`config.mk`:
```
export PLATFORM = sky130hd
export DESIGN_NAME = fp_map_ctrl_flat
export DESIGN_NICKNAME = d
export VERILOG_FILES = /design/src/rtl/fp_map_ctrl_pkg.sv /design/src/rtl/fp_map_ctrl_if.sv /design/src/rtl/fp_map_ctrl_chan_seq.sv /design/src/rtl/fp_map_ctrl.sv /design/src/flat_wrapper.sv
export SDC_FILE = /design/constraint.sdc
export NUM_CORES = 1
export LEC_CHECK = 0
export ABC_AREA = 1
export CORE_ASPECT_RATIO = 2
export CORE_MARGIN = 2
export CORE_UTILIZATION = 53
export CTS_BUF_LIST = sky130_fd_sc_hd__clkbuf_4 sky130_fd_sc_hd__clkbuf_8 sky130_fd_sc_hd__clkbuf_16
export DETAILED_ROUTE_END_ITERATION = 16
export GPL_TIMING_DRIVEN = 0
export PLACE_DENSITY_LB_ADDON = 0.15
export SYNTH_ARGS = -nofsm -noshare
export SYNTH_HDL_FRONTEND = slang
export SYNTH_SLANG_ARGS = --single-unit
```
`constraint.sdc`:
```
create_clock -name clk -period 2.5 [get_ports clk]
set_clock_uncertainty 0.15 [all_clocks]
set_input_delay 0.75 -clock clk [delete_from_list [all_inputs] [get_ports clk]]
set_output_delay 0.75 -clock clk [all_outputs]
set_load 0.01 [all_outputs]
```
`src/rtl/fp_map_ctrl_pkg.sv`:
```
// Shared constants, select-code legality check and channel state type
// for the front-panel output mapper controller.
package fp_map_pkg;

  localparam logic [5:0] SEL_OFF       = 6'h00;
  localparam int         FPS_NUM       = 6;
  localparam int         FPS_BASE_ADDR = 32;

  // Legal select code ranges
  localparam logic [5:0] PULSE_LO = 6'd11;
  localparam logic [5:0] PULSE_HI = 6'd24;
  localparam logic [5:0] DBUS_LO  = 6'd32;
  localparam logic [5:0] DBUS_HI  = 6'd39;
  localparam logic [5:0] REV402   = 6'd43;
  localparam logic [5:0] REV396   = 6'd44;

  typedef enum logic {
    CH_IDLE  = 1'b0,
    CH_BLANK = 1'b1
  } ch_state_t;

  // OFF, pulses, databus lines and the two revolution clocks are accepted
  function automatic logic fps_code_legal(input logic [5:0] code);
    return (code == SEL_OFF)
        || ((code >= PULSE_LO) && (code <= PULSE_HI))
        || ((code >= DBUS_LO)  && (code <= DBUS_HI))
        || (code == REV402)
        || (code == REV396);
  endfunction

endpackage

```
`src/rtl/fp_map_ctrl_if.sv`:
```
// Register bus between software and the front-panel mapper controller.
interface fp_map_ctrl_if;
  logic       wr_en;
  logic [7:0] wr_addr;
  logic [5:0] wr_data;
  logic [7:0] rd_addr;
  logic [5:0] rd_data;
  logic       err_illegal;

  modport master (
    output wr_en, wr_addr, wr_data, rd_addr,
    input  rd_data, err_illegal
  );

  modport slave (
    input  wr_en, wr_addr, wr_data, rd_addr,
    output rd_data, err_illegal
  );
endinterface

```
`src/rtl/fp_map_ctrl_chan_seq.sv`:
```
// One front-panel channel: IDLE/BLANK sequencer with guard counter,
// pending (last accepted) select and active (committed) select.
module fp_chan_seq
  import fp_map_pkg::*;
#(
  parameter int GUARD_CYCLES = 4
) (
  input  logic       clk,
  input  logic       rst_n,
  input  logic       i_wr,       // legal write addressed to this channel
  input  logic [5:0] i_code,
  output logic       o_blank,
  output logic [5:0] o_active,
  output logic [5:0] o_pending
);

  localparam logic [3:0] CNT_LOAD = 4'(GUARD_CYCLES - 1);

  ch_state_t  r_state;
  logic [3:0] r_cnt;
  logic [5:0] r_active;
  logic [5:0] r_pending;

  // Channel FSM: any change of select (or a rewrite while blanking)
  // restarts the guard period; the select is committed when it expires.
  always_ff @(posedge clk or negedge rst_n) begin
    if (!rst_n) begin
      r_state   <= CH_IDLE;
      r_cnt     <= '0;
      r_active  <= SEL_OFF;
      r_pending <= SEL_OFF;
    end else begin
      case (r_state)
        CH_IDLE: begin
          if (i_wr) begin
            r_pending <= i_code;
            if (i_code != r_active) begin
              r_cnt   <= CNT_LOAD;
              r_state <= CH_BLANK;
            end
          end
        end
        CH_BLANK: begin
          if (i_wr) begin
            r_pending <= i_code;
            r_cnt     <= CNT_LOAD;
          end else if (r_cnt == 4'd0) begin
            r_active <= r_pending;
            r_state  <= CH_IDLE;
          end else begin
            r_cnt <= r_cnt - 4'd1;
          end
        end
        default: r_state <= CH_IDLE;
      endcase
    end
  end

  assign o_blank   = (r_state == CH_BLANK);
  assign o_active  = r_active;
  assign o_pending = r_pending;

endmodule

```
`src/rtl/fp_map_ctrl.sv`:
```
// Front-panel mapper controller: decodes FPS1..FPS6 register writes,
// rejects illegal codes, sequences each channel through a blanking
// guard period, and drives registered, enable-gated selects.
module fp_map_ctrl
  import fp_map_pkg::*;
#(
  parameter int GUARD_CYCLES = 4,
  parameter int BASE_ADDR    = FPS_BASE_ADDR
) (
  input  logic         clk,
  input  logic         rst_n,
  fp_map_ctrl_if.slave bus,
  input  logic         out_enable,
  output logic [5:0]   FPS1,
  output logic [5:0]   FPS2,
  output logic [5:0]   FPS3,
  output logic [5:0]   FPS4,
  output logic [5:0]   FPS5,
  output logic [5:0]   FPS6,
  output logic [5:0]   busy
);

  logic [FPS_NUM-1:0] w_sel;
  logic [FPS_NUM-1:0] w_blank;
  logic [5:0]         w_active  [FPS_NUM];
  logic [5:0]         w_pending [FPS_NUM];
  logic               w_legal;
  logic               w_hit;
  logic [5:0]         w_rd_mux;

  logic [5:0]         r_fps [FPS_NUM];
  logic [5:0]         r_busy;
  logic [5:0]         r_rd_data;
  logic               r_err;

  assign w_legal = fps_code_legal(bus.wr_data);
  assign w_hit   = |w_sel;

  genvar gi;
  generate
    for (gi = 0; gi < FPS_NUM; gi++) begin : g_chan
      assign w_sel[gi] = bus.wr_en && (bus.wr_addr == 8'(BASE_ADDR + gi));

      fp_chan_seq #(
        .GUARD_CYCLES (GUARD_CYCLES)
      ) u_chan (
        .clk       (clk),
        .rst_n     (rst_n),
        .i_wr      (w_sel[gi] && w_legal),
        .i_code    (bus.wr_data),
        .o_blank   (w_blank[gi]),
        .o_active  (w_active[gi]),
        .o_pending (w_pending[gi])
      );

      // Output stage: OFF while blanking or globally disabled
      always_ff @(posedge clk or negedge rst_n) begin
        if (!rst_n) begin
          r_fps[gi]  <= SEL_OFF;
          r_busy[gi] <= 1'b0;
        end else begin
          r_fps[gi]  <= (out_enable && !w_blank[gi]) ? w_active[gi] : SEL_OFF;
          r_busy[gi] <= w_blank[gi];
        end
      end
    end
  endgenerate

  // Readback select: pending code of the addressed channel, 0 elsewhere
  always_comb begin
    w_rd_mux = SEL_OFF;
    for (int i = 0; i < FPS_NUM; i++) begin
      if (bus.rd_addr == 8'(BASE_ADDR + i)) w_rd_mux = w_pending[i];
    end
  end

  // Registered readback and one-cycle error pulse on rejected writes
  always_ff @(posedge clk or negedge rst_n) begin
    if (!rst_n) begin
      r_rd_data <= SEL_OFF;
      r_err     <= 1'b0;
    end else begin
      r_rd_data <= w_rd_mux;
      r_err     <= w_hit && !w_legal;
    end
  end

  assign bus.rd_data     = r_rd_data;
  assign bus.err_illegal = r_err;
  assign busy            = r_busy;
  assign FPS1            = r_fps[0];
  assign FPS2            = r_fps[1];
  assign FPS3            = r_fps[2];
  assign FPS4            = r_fps[3];
  assign FPS5            = r_fps[4];
  assign FPS6            = r_fps[5];

endmodule

```
`src/flat_wrapper.sv`:
```
// flat-port wrapper written by rule: the top's interface ports become plain ports
module fp_map_ctrl_flat import fp_map_pkg::*;
#(
  parameter int GUARD_CYCLES = 4,
  parameter int BASE_ADDR    = FPS_BASE_ADDR
)
  (clk, rst_n, out_enable, FPS1, FPS2, FPS3, FPS4, FPS5, FPS6, busy, bus_wr_en, bus_wr_addr, bus_wr_data, bus_rd_addr, bus_rd_data, bus_err_illegal);
  fp_map_ctrl_if bus_i ();
  input  logic clk;
  input  logic rst_n;
  input  logic out_enable;
  output logic [5:0] FPS1;
  output logic [5:0] FPS2;
  output logic [5:0] FPS3;
  output logic [5:0] FPS4;
  output logic [5:0] FPS5;
  output logic [5:0] FPS6;
  output logic [5:0] busy;
  input wire logic [$bits(bus_i.wr_en)-1:0] bus_wr_en;
  input wire logic [$bits(bus_i.wr_addr)-1:0] bus_wr_addr;
  input wire logic [$bits(bus_i.wr_data)-1:0] bus_wr_data;
  input wire logic [$bits(bus_i.rd_addr)-1:0] bus_rd_addr;
  output wire logic [$bits(bus_i.rd_data)-1:0] bus_rd_data;
  output wire logic [$bits(bus_i.err_illegal)-1:0] bus_err_illegal;
  assign bus_i.wr_en = bus_wr_en;
  assign bus_i.wr_addr = bus_wr_addr;
  assign bus_i.wr_data = bus_wr_data;
  assign bus_i.rd_addr = bus_rd_addr;
  assign bus_rd_data = bus_i.rd_data;
  assign bus_err_illegal = bus_i.err_illegal;
  fp_map_ctrl #(.GUARD_CYCLES(GUARD_CYCLES), .BASE_ADDR(BASE_ADDR)) u_core (.clk(clk), .rst_n(rst_n), .bus(bus_i), .out_enable(out_enable), .FPS1(FPS1), .FPS2(FPS2), .FPS3(FPS3), .FPS4(FPS4), .FPS5(FPS5), .FPS6(FPS6), .busy(busy));
endmodule
```
==> results of run 1 <==
## cells in the final DEF (no fill, tap or decap), drive strengths merged
| cell | count |
|---|---|
| o21ai | 66 |
| clkbuf | 24 |
| clkinvlp | 1 |
| a21oi | 20 |
| nand4 | 20 |
| nor2 | 95 |
| nor3 | 7 |
| or2 | 1 |
| o2111ai | 2 |
| bufinv | 4 |
| o21bai | 1 |
| nand2 | 273 |
| o22ai | 5 |
| xor2 | 12 |
| ha | 6 |
| nand3 | 60 |
| nor4 | 2 |
| dfrtp | 151 |
| xnor2 | 4 |
| inv | 123 |
| clkdlybuf4s50 | 68 |
| buf | 29 |
| clkinv | 5 |
## logic make-up (layout without fill, tap and decap cells)
kind of cell | count (synthesis) | count (layout) | share of synthesized area
buf+inv | 146 | 254 | 0.0867
simple gates | 458 | 458 | 0.286
flops | 151 | 151 | 0.524
xor+xnor | 16 | 16 | 0.0194
fa+ha+maj | 6 | 6 | 0.0104
compound gates | 94 | 94 | 0.0742
## cell type report
type                       count  area [um2]  share of cell area
sequential                   151        3780               0.426
multi-input combinational    574        2850               0.321
timing repair buffer          76         777              0.0877
clock buffer                  21         462              0.0521
inverter                     122         458              0.0517
tap                          155         194              0.0219
buffer                        24         174              0.0196
clock inverter                11         173              0.0195
## repair_timing
item                                    4_1_cts  5_1_grt
pin swaps                                     1        5
gates resized for setup                       4        8
buffers inserted                              1        5
gates cloned                                  0        0
endpoints found under the setup margin       24       68
## where the power goes
| part | switching [mW] | leakage [nW] | total [mW] | internal, mW |
|---|---|---|---|---|
| clock network | 1.02 | 0.312 | 2.75 | 1.73 |
| logic | 0.291 | 2.05 | 0.460 | 0.170 |
| registers | 0.0353 | 1.97 | 2.53 | 2.50 |
| total | 1.34 | 4.34 | 5.75 | 4.40 |
## final timing paths
kind | end | slack [ns]
max | u_core.g_chan[5].u_chan.o_active[4]$_DFFE_PN0P_ | 0.14
min | u_core.FPS4[1]$_DFF_PN0_ | 0.17
max reg2reg | u_core.g_chan[5].u_chan.o_active[4]$_DFFE_PN0P_ | 0.66
min reg2reg | u_core.busy[4]$_DFF_PN0_ | 0.30
max in group asynchronous | u_core.g_chan[0].u_chan.o_pending[1]$_DFFE_PN0P_ | 1.21
min in group clk | u_core.busy[4]$_DFF_PN0_ | 0.30
## metal layers
layer	up-vias	GRT usage	routed length, um
li1	2919	-	-
met1	2859	0.300	6670
met2	206	0.462	9810
met3	58	0.0502	889
met4	0	0.134	840
met5	-	0	0
## synthesized netlist by cell type
library cell / number
o22ai_1: 5
nor4_1: 2
nor2_2: 8
nor3_1: 7
o21ai_0: 20
nor2_8: 1
xnor2_1: 4
o21ai_2: 6
dfrtp_1: 151
buf_4: 7
o21bai_1: 1
nand3_2: 3
a21oi_1: 15
a21oi_2: 4
o21ai_1: 40
nand2_4: 3
buf_6: 3
nor2_1: 86
ha_1: 6
nand4_4: 1
nand2_2: 10
inv_1: 120
nand2_1: 260
buf_12: 1
or2_2: 1
inv_2: 2
clkbuf_1: 3
nand3_1: 50
xor2_1: 12
nand4_1: 19
o2111ai_1: 2
a21oi_4: 1
nand3_4: 7
buf_2: 10
## through the flow
| stage | util | hold WS (ns) |
|---|---|---|
| floorplan | - | 0.264 |
| global placement | 0.606 | 0.295 |
| detailed placement | 0.608 | 0.299 |
| CTS | 0.657 | 0.208 |
| global route | 0.663 | 0.239 |
| finish | 0.663 | 0.171 |
==> out/qor.yml, run 1 <==
clock_network:
  cts.sinks: 151
  clk_pin_slew_ns: 0.06
  cts_tree: "yes"
  clk_latency_ns: 0.42
  cts_buffers: 17
  htree_num_levels: 4
  cts_root_buf: "clkbuf_16"
  cts_buffer_depth: 2
  hold_buffers: 0
synthesis:
  netlist_instances: 871
  yosys.area.top_type: "dfrtp_1"
  ys_ff_latch: 151
  synth_nets: 903
  synth_area_leaders: "dfrtp_1, nand2_1, inv_1"
  yosysTopAreaCellShare: 0.524
  yosysUniqueCellTypes: 34
  synth_area_um2: 7220
  synth.avg_cell_area_um2: 8.29
  seq_area_frac_synth: 0.524
  yosysWarningCount: 0
setup_path:
  cp_common_cell: "nand2_1"
  cp_top_family: "simple AND/OR/NAND/NOR gates"
  rr_worst_depth: 10
  slowest_stage: "clkdlybuf4s50_1"
  startpoint_type: "input port"
  crit_start: "bus_wr_data[4]"
  r2r_start: "u_core.g_chan[5].u_chan.r_cnt[0]$_DFFE_PN0P_"
  crit_buf_inv: 4
  path_depth: 13
  critPathRequiredTime_ns: 2.67
  crit_arrival_ns: 2.52
  end_kind: "flip-flop"
  cp_slowest_stage_delay_ns: 0.46
  crit_fanout: 10
  crit_chain: "clkdlybuf4s50_1, buf_6, nor2_1, nand2_1, nand2_1, inv_1, nand2_4, nand3_4, nand2_2, nor2_4, buf_6, nand2_1, o21ai_2"
  worstSetupPathType: "in2reg"
die:
  rows: 60
  dieArea_um2: 14600
  fp.dieW_um: 86.5
  ios: 75
  core_um2: 13400
  chipHeight_um: 169
  initial_core_util: 0.540
min_path:
  hold_path_class: "in2async"
global_route:
  grt_pass1_wl_um: 29100
  grt.total_usage: 0.264
  grt_max_degree: 79
  antenna_found_initial: 0
  grt_pass1_vias: 5707
  grt-ovfl-total: 0
sta:
  hold_viol_final: 0
  slew_viol_final: 0
  setup_tns_ns: 0
  timing.final.crit_period_ns: 2.36
  min_period_over_period: 0.942
  fmax_mhz: 425
  slew_headroom: 0.480
  setup_ws_ns: 0.144
  worst_slew_pin_slew_ns: 0.780
  grt_setup_unrepaired: "false"
  setup_viol: 0
final_layout:
  drive_above_1_share: 0.117
  syn_to_final_growth_pct: 22.8
  final_area_um2: 8860
  final_cells: 1134
  fill_cells: 1142
  final_net_count: 998
  antennaDiodeCount: 0
placement:
  place_congestion: 0.872
  placed_area_um2: 8130
  port_buffers: 69
  place_ws_ns: -0.616
  post-dp-hpwl_um: 13200
  dp_cells: 1096
power_and_ir_drop:
  p_leak_nw: 4.34
  ir_worst_vdd_v: 0.000489
  power_mw: 5.75
  powerDensity_nw_per_um2: 648
detailed_routing:
  postRouteWirelength_um: 18200
  post-route-drc-count: 0
  viasPerCell: 5.33
  vias: 6042
  initialDrtViolationCount: 544
  drtPass1Iterations: 7
  routedWlPerCell_um: 16.1
  ant_nets: 0
status:
  outcome: "finished clean"
run:
  max_cap_violations: 0
No activity file was read; power rests on OpenSTA's default activity.
==> inputs of run 2 (changes only) <==
--- a/config.mk
+++ b/config.mk
@@ -6,7 +6,7 @@
 export NUM_CORES = 1
 export LEC_CHECK = 0
 export ABC_AREA = 1
-export CORE_ASPECT_RATIO = 2
+export CORE_ASPECT_RATIO = 1.4
 export CORE_MARGIN = 2
 export CORE_UTILIZATION = 53
 export CTS_BUF_LIST = sky130_fd_sc_hd__clkbuf_4 sky130_fd_sc_hd__clkbuf_8 sky130_fd_sc_hd__clkbuf_16
==> out/qor.yml, run 2 (synthesized netlist as in run 1, its figures left out) <==
clock_network:
  cts_buffers: 17
  cts_buffer_depth: 2
  clk_latency_ns: 0.43
  htree_num_levels: 4
  hold_buffers: 0
  cts.sinks: 151
  clk_pin_slew_ns: 0.06
  cts_root_buf: "clkbuf_16"
  cts_tree: "yes"
final_layout:
  final_cell_mix: "nand2_1, dfrtp_1, inv_1"
  syn_to_final_growth_pct: 21.8
  final_net_count: 995
  antennaDiodeCount: 0
  drive_above_1_share: 0.114
  final_common_cell: "nand2_1"
  final_area_um2: 8790
die:
  core_um2: 13300
  dieArea_um2: 14600
  chipHeight_um: 142
  fp.dieW_um: 103
  rows: 50
  ios: 75
  initial_core_util: 0.542
global_route:
  antenna_found_initial: 0
  grt_max_degree: 89
  grt.total_usage: 0.262
  grt_pass1_vias: 5749
  grt_pass1_wl_um: 28500
  grt-ovfl-total: 0
detailed_routing:
  drtPass1Iterations: 8
  post-route-drc-count: 0
  viasPerCell: 5.11
  vias: 5914
  top_layer: "met4"
  routedWlPerCell_um: 15.3
  wirelength_met1_um: 7030
  initialDrtViolationCount: 365
  postRouteWirelength_um: 17700
  route.met3.wl_um: 1170
  met2WireLength_um: 8830
  ant_nets: 0
placement:
  post-dp-hpwl_um: 12500
  placed_area_um2: 8160
  place_congestion: 0.927
  port_buffers: 69
power_and_ir_drop:
  powerDensity_nw_per_um2: 618
  ir_worst_vdd_v: 0.000388
  p_leak_nw: 4.29
  power_mw: 5.44
setup_path:
  crit_fanout: 10
  end_kind: "flip-flop"
  critPathRequiredTime_ns: 2.71
  cp_slowest_stage_delay_ns: 0.47
  cp_top_family: "simple AND/OR/NAND/NOR gates"
  worstSetupPathType: "in2reg"
  crit_buf_inv: 3
  startpoint_type: "input port"
  crit_chain: "clkdlybuf4s50_1, buf_6, nor2_1, nor2_1, nand2_1, nand2_4, nand3_4, nand2_2, nor2_2, buf_6, nand2_1, o21ai_2"
  crit_arrival_ns: 2.60
  slowest_stage: "clkdlybuf4s50_1"
sta:
  worst_slew_pin_slew_ns: 0.719
  fmax_mhz: 418
  setup_viol: 0
  hold_viol_final: 0
  slew_headroom: 0.521
  timing.final.crit_period_ns: 2.39
  grt_setup_unrepaired: "false"
  min_period_over_period: 0.957
  slew_viol_final: 0
run:
  max_cap_violations: 0
status:
  outcome: "finished clean"
min_path:
  hold_path_class: "in2async"
## run 2: cell count changes in the layout (fill, tap and decap cells not counted), moves of 2 or more
cell / change
clkinv_4: -3
clkbuf_8: +3
clkbuf_4: -2
buf_4: -3
nor2_4: -2
bufinv_16: -3
clkinv_2: +4
nor2_2: +2
## run 2: power by group
group	switching, mW	internal, mW	leakage, nW
Clock	0.982	1.47	0.281
Sequential	0.0356	2.50	1.97
Combinational	0.286	0.167	2.03
Total	1.30	4.13	4.29
## run 2: worst reg2reg max path: cells and delay by family, from the launching register on
kind	cells	cell delay [ns]
simple gates	5	0.79
compound gates	1	0.05
flops	1	0.40
buf+inv	3	0.30
fa+ha+maj	1	0.13
## run 2: through the flow
step,std cells,TNS (ns),setup WS [ns],utilization,hold WS (ns)
6_report,1157,0,0.108,0.660,0.143
5_1_grt,1157,0,0.0255,0.660,0.191
4_1_cts,1155,0,0.0191,0.656,0.166
3_5_place_dp,1123,-38.47,-0.636,0.613,0.306
3_3_place_gp,1122,-865.36,-5.51,0.611,0.307
2_1_floorplan,871,0,0.261,-,0.264
## run 2: path summary, 6_finish.rpt
| path | start | to | slack [ns] | cells after the start |
|---|---|---|---|---|
| max in group asynchronous | rst_n | u_core.g_chan[1].u_chan.o_pending[2]$_DFFE_PN0P_ | 1.23 | 2 |
| worst max register to register | u_core.g_chan[5].u_chan.r_cnt[0]$_DFFE_PN0P_ | u_core.g_chan[5].u_chan.o_active[2]$_DFFE_PN0P_ | 0.60 | 10 |
| worst min register to register | u_core.g_chan[4].u_chan.o_blank$_DFF_PN0_ | u_core.busy[4]$_DFF_PN0_ | 0.31 | 0 |
| worst min-delay path | rst_n | u_core.FPS4[0]$_DFF_PN0_ | 0.14 | 1 |
| min in group clk | u_core.g_chan[4].u_chan.o_blank$_DFF_PN0_ | u_core.busy[4]$_DFF_PN0_ | 0.31 | 0 |
| worst max-delay path | bus_wr_data[4] | u_core.g_chan[5].u_chan.o_active[2]$_DFFE_PN0P_ | 0.11 | 12 |
## run 2: area by class of cell
class / instances / area [um2]
sequential: 151 / 3780
tap: 182 / 228
buffer: 24 / 174
clock buffer: 22 / 488
fill: 1114 / 4530
clock inverter: 9 / 75.1
multi-input combinational: 574 / 2840
inverter: 122 / 458
timing repair buffer: 73 / 754
## run 2: what timing repair did
item / in CTS / in global routing
gates resized for setup: 3 / 8
pin swaps: 1 / 2
buffers inserted: 1 / 2
endpoints found under the setup margin: 12 / 66
## run 2: metal layers
metal	up-vias	GRT usage
li1	2912	-
met1	2765	0.325
met2	194	0.420
met3	43	0.0609
met4	0	0.142
met5	-	0
==> inputs of run 3 (changes only) <==
--- a/config.mk
+++ b/config.mk
@@ -6,6 +6,7 @@
 export NUM_CORES = 1
 export LEC_CHECK = 0
 export ABC_AREA = 1
+export ABC_CLOCK_PERIOD_IN_PS = 2500
 export CORE_ASPECT_RATIO = 1.4
 export CORE_MARGIN = 2
 export CORE_UTILIZATION = 53
==> results of run 3 <==
Same layout as run 2: the final DEF is identical, and so are final timing and power.
